[src/rtl/dma_pkg.sv]
// Shared definitions for the DMA read prefetcher.
//   - default ADDR_W / DATA_W / LEN_W / DEPTH values
//   - DRAM read latency, in cycles from o_dram_rd_en to i_dram_rd_valid
//   - control FSM state encoding
package dma_pkg;

    localparam int ADDR_W_DEF = 10;
    localparam int DATA_W_DEF = 8;
    localparam int LEN_W_DEF  = 8;
    localparam int DEPTH_DEF  = 4;

    // The credit logic tracks exactly one cycle of DRAM latency
    // (exp_valid_q in dma_rd_prefetch).
    localparam int RD_LATENCY = 1;

    typedef enum logic [1:0] {
        IDLE  = 2'd0,
        ISSUE = 2'd1,
        DRAIN = 2'd2
    } state_t;

endpackage

[src/rtl/sync_fifo.sv]
// Show-ahead synchronous FIFO with an occupancy count.
// Ports:
//   i_clk, i_rst      clock, asynchronous active-high reset
//   i_push            write i_push_data
//                     (a push into a full FIFO is dropped unless a pop
//                     happens in the same cycle)
//   i_pop             drop the head entry (ignored when empty)
//   o_head            current head entry, 0 when empty
//   o_valid           FIFO non-empty
//   o_count           current occupancy, 0..DEPTH
module sync_fifo #(
    parameter int DATA_W = 8,
    parameter int DEPTH  = 4,
    localparam int PTR_W = $clog2(DEPTH),
    localparam int CNT_W = PTR_W + 1
) (
    input  logic              i_clk,
    input  logic              i_rst,
    input  logic              i_push,
    input  logic [DATA_W-1:0] i_push_data,
    input  logic              i_pop,
    output logic [DATA_W-1:0] o_head,
    output logic              o_valid,
    output logic [CNT_W-1:0]  o_count
);

    logic [DATA_W-1:0] mem [DEPTH];
    logic [PTR_W-1:0]  wr_ptr;
    logic [PTR_W-1:0]  rd_ptr;
    logic              do_push;
    logic              do_pop;

    assign o_valid = (o_count != '0);
    assign do_pop  = i_pop && o_valid;
    assign do_push = i_push && ((o_count != CNT_W'(DEPTH)) || do_pop);

    // Head is forced to 0 while empty so the output is clean after reset.
    assign o_head = o_valid ? mem[rd_ptr] : '0;

    // DEPTH is a power of two, so the pointers wrap naturally.
    always_ff @(posedge i_clk or posedge i_rst) begin
        if (i_rst) begin
            wr_ptr  <= '0;
            rd_ptr  <= '0;
            o_count <= '0;
        end else begin
            if (do_push) wr_ptr <= wr_ptr + PTR_W'(1);
            if (do_pop)  rd_ptr <= rd_ptr + PTR_W'(1);
            case ({do_push, do_pop})
                2'b10:   o_count <= o_count + CNT_W'(1);
                2'b01:   o_count <= o_count - CNT_W'(1);
                default: o_count <= o_count;
            endcase
        end
    end

    always_ff @(posedge i_clk) begin
        if (do_push) mem[wr_ptr] <= i_push_data;
    end

endmodule

[src/rtl/dma_rd_prefetch.sv]
// Read-side DMA front end.
// Ports:
//   i_clk, i_rst                          clock, asynchronous active-high reset
//   i_req_start                           one-cycle request strobe
//   i_req_base_addr, i_req_len            first byte address, byte count (0 ok)
//   o_req_busy                            transfer in progress
//   o_req_done                            one-cycle pulse after the last byte is consumed
//   o_dram_rd_en, o_dram_rd_addr          single-byte DRAM read request
//   i_dram_rd_data, i_dram_rd_valid       DRAM response, one cycle after the request
//   o_data, o_data_valid, i_data_ready    show-ahead output stream
//   o_fifo_count                          buffer occupancy
//   o_err                                 sticky: unexpected DRAM data, or start while busy
//
// State table
//   state | meaning
//   IDLE  | no transfer; a start with len>0 issues the first read right away
//   ISSUE | reads still to issue, gated by FIFO credit
//   DRAIN | all reads issued, waiting for the consumer to take the rest
module dma_rd_prefetch
    import dma_pkg::*;
#(
    parameter int ADDR_W = ADDR_W_DEF,
    parameter int DATA_W = DATA_W_DEF,
    parameter int LEN_W  = LEN_W_DEF,
    parameter int DEPTH  = DEPTH_DEF
) (
    input  logic                     i_clk,
    input  logic                     i_rst,
    input  logic                     i_req_start,
    input  logic [ADDR_W-1:0]        i_req_base_addr,
    input  logic [LEN_W-1:0]         i_req_len,
    output logic                     o_req_busy,
    output logic                     o_req_done,
    output logic                     o_dram_rd_en,
    output logic [ADDR_W-1:0]        o_dram_rd_addr,
    input  logic [DATA_W-1:0]        i_dram_rd_data,
    input  logic                     i_dram_rd_valid,
    output logic [DATA_W-1:0]        o_data,
    output logic                     o_data_valid,
    input  logic                     i_data_ready,
    output logic [$clog2(DEPTH):0]   o_fifo_count,
    output logic                     o_err
);

    localparam int CNT_W = $clog2(DEPTH) + 1;
    localparam int OCC_W = CNT_W + 1;

    state_t            state;
    logic [ADDR_W-1:0] addr_q;
    logic [LEN_W-1:0]  issue_cnt;
    logic [LEN_W-1:0]  out_cnt;
    logic              exp_valid_q;
    logic              pop;
    logic [OCC_W-1:0]  occ;
    logic              credit_ok;

    sync_fifo #(
        .DATA_W (DATA_W),
        .DEPTH  (DEPTH)
    ) u_fifo (
        .i_clk       (i_clk),
        .i_rst       (i_rst),
        .i_push      (i_dram_rd_valid),
        .i_push_data (i_dram_rd_data),
        .i_pop       (i_data_ready),
        .o_head      (o_data),
        .o_valid     (o_data_valid),
        .o_count     (o_fifo_count)
    );

    assign pop = o_data_valid && i_data_ready;

    // Occupancy once everything already requested has landed: the buffer,
    // the read on the bus this cycle, and the response arriving this cycle.
    // A pop this cycle frees a slot, which is what sustains one byte per
    // cycle. Issuing another read is allowed only if the total stays
    // within DEPTH-1.
    assign occ = OCC_W'(o_fifo_count) + OCC_W'(o_dram_rd_en)
               + OCC_W'(exp_valid_q) - OCC_W'(pop);
    assign credit_ok = (occ < OCC_W'(DEPTH - 1));

    always_ff @(posedge i_clk or posedge i_rst) begin
        if (i_rst) begin
            state          <= IDLE;
            addr_q         <= '0;
            issue_cnt      <= '0;
            out_cnt        <= '0;
            exp_valid_q    <= 1'b0;
            o_req_busy     <= 1'b0;
            o_req_done     <= 1'b0;
            o_dram_rd_en   <= 1'b0;
            o_dram_rd_addr <= '0;
            o_err          <= 1'b0;
        end else begin
            o_req_done  <= 1'b0;
            exp_valid_q <= o_dram_rd_en;

            if (i_dram_rd_valid && !exp_valid_q) o_err <= 1'b1;
            if (i_req_start && state != IDLE)    o_err <= 1'b1;

            case (state)
                IDLE: begin
                    o_dram_rd_en <= 1'b0;
                    if (i_req_start) begin
                        if (i_req_len == '0) begin
                            o_req_done <= 1'b1;
                        end else begin
                            // The first read goes out at the same edge, so
                            // issue_cnt holds the reads still to issue.
                            o_req_busy     <= 1'b1;
                            o_dram_rd_en   <= 1'b1;
                            o_dram_rd_addr <= i_req_base_addr;
                            addr_q         <= i_req_base_addr + ADDR_W'(1);
                            issue_cnt      <= i_req_len - LEN_W'(1);
                            out_cnt        <= i_req_len;
                            state          <= ISSUE;
                        end
                    end
                end
                ISSUE: begin
                    if (issue_cnt != '0 && credit_ok) begin
                        o_dram_rd_en   <= 1'b1;
                        o_dram_rd_addr <= addr_q;
                        addr_q         <= addr_q + ADDR_W'(1);
                        issue_cnt      <= issue_cnt - LEN_W'(1);
                    end else begin
                        o_dram_rd_en <= 1'b0;
                    end
                    if (issue_cnt == '0) state <= DRAIN;
                end
                DRAIN: begin
                    o_dram_rd_en <= 1'b0;
                end
                default: begin
                    o_dram_rd_en <= 1'b0;
                    state        <= IDLE;
                end
            endcase

            // Completion overrides the state update above.
            if (state != IDLE && pop) begin
                out_cnt <= out_cnt - LEN_W'(1);
                if (out_cnt == LEN_W'(1)) begin
                    o_req_done   <= 1'b1;
                    o_req_busy   <= 1'b0;
                    o_dram_rd_en <= 1'b0;
                    state        <= IDLE;
                end
            end
        end
    end

endmodule

[config.mk]
export PLATFORM = sky130hd
export DESIGN_NAME = dma_rd_prefetch
export DESIGN_NICKNAME = d
export VERILOG_FILES = /design/src/rtl/dma_pkg.sv /design/src/rtl/sync_fifo.sv /design/src/rtl/dma_rd_prefetch.sv
export SDC_FILE = /design/constraint.sdc
export NUM_CORES = 1
export LEC_CHECK = 0
export BUFFER_PORTS_ARGS = -buffer_cell sky130_fd_sc_hd__buf_2
export CAP_MARGIN = 15
export CORE_UTILIZATION = 55
export DETAILED_ROUTE_END_ITERATION = 10
export GPL_TIMING_DRIVEN = 0
export HOLD_SLACK_MARGIN = 0.05
export PLACE_DENSITY = 0.76
export SYNTH_ARGS = -nofsm -noshare
export SYNTH_HDL_FRONTEND = slang
export SYNTH_SLANG_ARGS = --single-unit
[constraint.sdc]
create_clock -name i_clk -period 4.1 [get_ports i_clk]
set_input_delay 0 -clock i_clk [delete_from_list [all_inputs] [get_ports i_clk]]
set_output_delay 0 -clock i_clk [all_outputs]
set_load 0.1 [all_outputs]
==> impl_metrics.json, run 1 <==
{
  "r2r-start": "u_fifo.o_count[1]",
  "clock-sinks": 82,
  "via_per_inst": 5.94,
  "fmax_mhz": 259,
  "dr.pass1.iters": 5,
  "grt_overflow": 0,
  "path_class": "reg2reg",
  "vias": 3571,
  "path_max_fanout": 10,
  "synth-main-ff-cell": "dfrtp_1",
  "ioPinCount": 57,
  "core_mm2": 0.00741,
  "die_width_um": 90.6,
  "drive_gt1_frac": 0.205,
  "synthArstFlopShare": 0.610,
  "worstSetupEndpointType": "register",
  "synth.avg_cell_area_um2": 10.7,
  "antenna_found_initial": 0,
  "grt_pass1_wl_um": 16800,
  "skew_ns": 0.00887,
  "globalplace.congestion": 0.940,
  "grt_max_degree": 32,
  "synth-edff-count": 32,
  "track_usage": 0.265,
  "initial_core_util": 0.583,
  "maxCapViolations": 0,
  "arrival_ns": 4.07,
  "clkSlewWorstSetupHoldPaths_ns": 0.09,
  "crit_start": "u_fifo.o_count[1]",
  "cts_buffers": 9,
  "cts_root_buffer": "clkbuf_8",
  "wirelength_um": 10200,
  "hold_violations": 0,
  "final_antenna_net_count": 0,
  "grt_pass1_vias": 3506,
  "synthesis.nets": 450,
  "antenna_cells": 0,
  "std_cell_rows": 31,
  "fillers": 548,
  "setup_viol": 0,
  "die-area_mm2": 0.00821,
  "syn2layout_area_growth_pct": 20.8,
  "cts_setup_buffers": 0,
  "clk_latency_ns": 0.36,
  "io_buffers": 56,
  "h-tree-depth": 3,
  "worstHoldStart": "i_data_ready",
  "dp_hpwl_um": 7080,
  "routedWlPerCell_um": 17.0,
  "cts.path.max_buffers": 2,
  "layout_commonest_cell": "buf_2",
  "max_slew_margin": 0.467,
  "hp-class": "in2reg",
  "startpoint_type": "register",
  "ys_seq_area_frac": 0.512,
  "final.min_clock_period_ns": 3.86,
  "mostFrequentLayoutCells": "buf_2 (60), dfrtp_1 (50), nand2_1 (42), nor2_1 (39), edfxtp_1 (32)",
  "rsz0062_at_grt": "false",
  "status": "complete, no violations",
  "first_iter_violations": 171,
  "drv_slew": 0,
  "postSynthRegisterBits": 82,
  "drc": 0,
  "netlist_area_mm2": 0.00432,
  "die_y_um": 90.6,
  "ys_warn_count": 0,
  "tightest_slew_ns": 0.800,
  "fin_crit_sh": 0.941,
  "nNetsFinal": 542,
  "fin_tns_setup_ns": 0,
  "synth_cell_types": 57,
  "cts_tree": "yes",
  "crit_required_ns": 4.31,
  "syn_inst": 405
}
-- final timing paths --
check	to	slack, ns	depth (start not counted)
worst max-delay path	addr_q[2]	0.24	12
worst min-delay path	u_fifo.rd_ptr[0]	0.05	3
worst max register to register	addr_q[2]	0.24	12
worst min register to register	exp_valid_q	0.44	0
max in group asynchronous	addr_q[6]	3.37	4
min in group asynchronous	u_fifo.o_count[1]	0.20	3
-- through the flow --
stage	setup WS, ns	cells	hold slack [ns]	util	cell area [µm²]
after floorplan	0.393	405	0.0989	-	4320
after global placement	0.216	560	0.215	0.637	4720
after detailed placement	0.165	561	0.0430	0.640	4740
after CTS	0.114	601	0.0509	0.703	5210
after global routing	0.00626	601	0.0856	0.704	5210
final	0.243	601	0.0527	0.704	5210
-- area by class of cell --
class | instances | area (µm²) | area share
tap | 99 | 124 | 0.0238
sequential | 82 | 2210 | 0.424
multi-input combinational | 288 | 1970 | 0.378
buffer | 15 | 65.1 | 0.0125
clock buffer | 9 | 124 | 0.0238
inverter | 20 | 75.1 | 0.0144
timing repair buffer | 81 | 541 | 0.104
clock inverter | 7 | 101 | 0.0194
-- cells in the mapped netlist, drive strengths merged, types with 7 or more instances --
cell type   n  share of area
a21oi      26          0.030
a31oi       8          0.012
and2        9          0.013
clkbuf     10         0.0087
dfrtp      50           0.29
edfxtp     32           0.22
ha         11          0.032
inv        20          0.017
mux2i      12          0.028
mux4        8          0.042
nand2      43          0.038
nand2b      7          0.012
nor2       39          0.034
nor2b      11          0.016
nor3       10          0.014
o21ai      33          0.039
-- worst max-delay path, cell delays in order (launching register included) --
cell and delay [ns]:
dfrtp_1 0.50, nor3_4 0.43, nand2b_1 0.29, inv_1 0.14
ha_1 0.31, fa_1 0.42, fa_1 0.39, xor2_1 0.14
o2111ai_1 0.16, o21a_1 0.27, clkbuf_2 0.22, o21ai_0 0.24
o311ai_0 0.18
-- metal layers --
metal	track usage	up-vias	routed length [µm]
met5	0	-	0
met4	0.103	0	172
met3	0.0480	18	560
met2	0.448	138	5100
met1	0.339	1758	4380
li1	-	1657	-
-- repair_timing --
item / in CTS / in global routing
endpoints found under the setup margin: 0 / 14
hold buffers: 24 / 0
hold endpoints to repair: 100 / 0
resized for setup: 0 / 7
-- registers in the layout (all words and copies together) (netlist names), 2 cells and up --
signal	flops
addr_q	10
state	2
issue_cnt	8
u_fifo.o_count	3
u_fifo.wr_ptr	2
out_cnt	8
u_fifo.rd_ptr	2
u_fifo.mem	32
o_dram_rd_addr	10
-- cell families after synthesis --
logic type	count (synthesis)	synth area share
DFF	82	0.512
muxes	26	0.0861
buffers and inverters	35	0.0316
AOI/OAI and AO/OA	100	0.143
and+or+nand+nor	139	0.162
adders and majority gates	14	0.0458
xor gates and xnor gates	9	0.0183
Power of run 1 is not shown: default switching activity piles up to over one toggle a cycle in this logic, so the estimate is an artifact.
==> run 2: changes to the inputs <==
--- a/config.mk
+++ b/config.mk
@@ -7,11 +7,11 @@
 export LEC_CHECK = 0
 export BUFFER_PORTS_ARGS = -buffer_cell sky130_fd_sc_hd__buf_2
 export CAP_MARGIN = 15
-export CORE_UTILIZATION = 55
+export CORE_UTILIZATION = 52
 export DETAILED_ROUTE_END_ITERATION = 10
 export GPL_TIMING_DRIVEN = 0
 export HOLD_SLACK_MARGIN = 0.05
-export PLACE_DENSITY = 0.76
+export PLACE_DENSITY = 0.75
 export SYNTH_ARGS = -nofsm -noshare
 export SYNTH_HDL_FRONTEND = slang
 export SYNTH_SLANG_ARGS = --single-unit
==> constraint.sdc (replaced) <==
create_clock -name i_clk -period 3.2 [get_ports i_clk]
set_input_delay 0 -clock i_clk [delete_from_list [all_inputs] [get_ports i_clk]]
set_output_delay 0 -clock i_clk [all_outputs]
set_load 0.1 [all_outputs]
==> impl_metrics.json, run 2 (synthesis results as in run 1) <==
{
  "via_per_inst": 5.86,
  "clock-sinks": 82,
  "cts_tree": "yes",
  "die_y_um": 93.1,
  "maxCapViolations": 0,
  "fillers": 599,
  "startpoint_type": "register",
  "clk_latency_ns": 0.36,
  "cp_cell_sequence": "nor3_4, nand2b_4, inv_4, ha_4, fa_2, fa_2, o2111ai_2, o21a_1, clkbuf_8, o21ai_1, o311ai_1",
  "dr.pass1.iters": 5,
  "nNetsFinal": 553,
  "core_mm2": 0.00789,
  "layout_commonest_cell": "buf_2",
  "fin_crit_sh": 0.953,
  "fmax_mhz": 328,
  "antenna_cells": 0,
  "drc": 0,
  "dp_hpwl_um": 7200,
  "skew_ns": 0.0105,
  "cp_top_family": "adder cells",
  "initial_core_util": 0.547,
  "crit_buf_inv": 2,
  "antenna_found_initial": 0,
  "grt_pass1_wl_um": 17400,
  "routedWlPerCell_um": 17.0,
  "cp_slowest_cell": "fa_2",
  "clkSlewWorstSetupHoldPaths_ns": 0.09,
  "reg_top3": "u_fifo.mem (32), addr_q (10), o_dram_rd_addr (10)",
  "status": "complete, no violations",
  "wirelength_um": 10400,
  "fin_tns_setup_ns": 0,
  "std_cell_rows": 32,
  "path_max_fanout": 10,
  "hold_violations": 0,
  "critical-path-max-stage-delay_ns": 0.55,
  "worstSetupEndpointType": "register",
  "dp.cells": 564,
  "path_class": "reg2reg",
  "crit_top_cell": "fa_2",
  "hp-class": "in2reg",
  "arrival_ns": 3.28,
  "final.min_clock_period_ns": 3.05,
  "first_iter_violations": 156,
  "mostFrequentLayoutCells": "buf_2 (60), dfrtp_1 (47), nand2_1 (42), nor2_1 (39), edfxtp_1 (32)",
  "top_register": "u_fifo.mem",
  "max_slew_margin": 0.429,
  "cts_buffers": 9,
  "ioPinCount": 57,
  "vias": 3603,
  "setup_viol": 0,
  "track_usage": 0.263,
  "h-tree-depth": 3,
  "grt_pass1_vias": 3486,
  "die_width_um": 93.1,
  "drv_slew": 0,
  "final_antenna_net_count": 0,
  "cts.path.max_buffers": 2,
  "cts_root_buffer": "clkbuf_8",
  "io_buffers": 56,
  "tightest_slew_ns": 0.853,
  "die-area_mm2": 0.00867,
  "timing.hold.ws_ns": 0.0648,
  "grt_overflow": 0,
  "globalplace.congestion": 0.840,
  "drive_gt1_frac": 0.253,
  "syn2layout_area_growth_pct": 24.7,
  "crit_required_ns": 3.43,
  "grt_max_degree": 41,
  "instances_no_fill": 615,
  "largest_reg_flops": 32
}
-- run 2: layer usage --
metal / GRT usage / part of all wire
met1: 0.341 / 0.43
met2: 0.449 / 0.50
met3: 0.0398 / 0.052
met4: 0.0936 / 0.017
met5: 0 / 0
-- run 2: timing repair --
item,CTS,global route
hold buffers,26,0
hold endpoints to repair,102,0
endpoints found under the setup margin,29,27
resized for setup,6,18
gates cloned,0,0
buffers inserted,1,10
pin swaps,1,3
-- run 2: per-stage QoR --
stage / worst slack (ns) / util / area [µm²]
3_3_place_gp: -0.431 / 0.606 / 4780
2_1_floorplan: -0.0392 / - / 4380
4_1_cts: 0.0612 / 0.670 / 5290
5_1_grt: -0.0209 / 0.683 / 5380
3_5_place_dp: -0.487 / 0.609 / 4800
6_report: 0.150 / 0.683 / 5380
-- run 2: worst min-delay path, stage by stage --
cell and delay [ns]:
buf_2 0.11, mux2i_1 0.11, a21oi_1 0.16
-- run 2: area by class of cell --
cell class	count	area (µm²)	share of cell area
Buffer	13	86.3	0.0160
Sequential cell	82	2220	0.412
Clock inverter	7	80.1	0.0149
Timing Repair Buffer	94	643	0.119
Clock buffer	9	124	0.0230
Multi-Input combinational cell	288	2030	0.377
Inverter	20	77.6	0.0144
Tap cell	102	128	0.0237
-- run 2: path summary, 6_finish.rpt --
kind | startpoint | to | slack (ns) | cells past startpoint
max in group asynchronous | i_rst | out_cnt[6] | 2.59 | 4
worst max register to register | u_fifo.o_count[2] | addr_q[2] | 0.15 | 11
min in group asynchronous | i_rst | u_fifo.rd_ptr[1] | 0.11 | 3
worst min-delay path | i_req_base_addr[5] | o_dram_rd_addr[5] | 0.06 | 3
worst max-delay path | u_fifo.o_count[2] | addr_q[2] | 0.15 | 11
worst min register to register | o_dram_rd_en | exp_valid_q | 0.45 | 0
Power of run 2 is left out for the same reason.
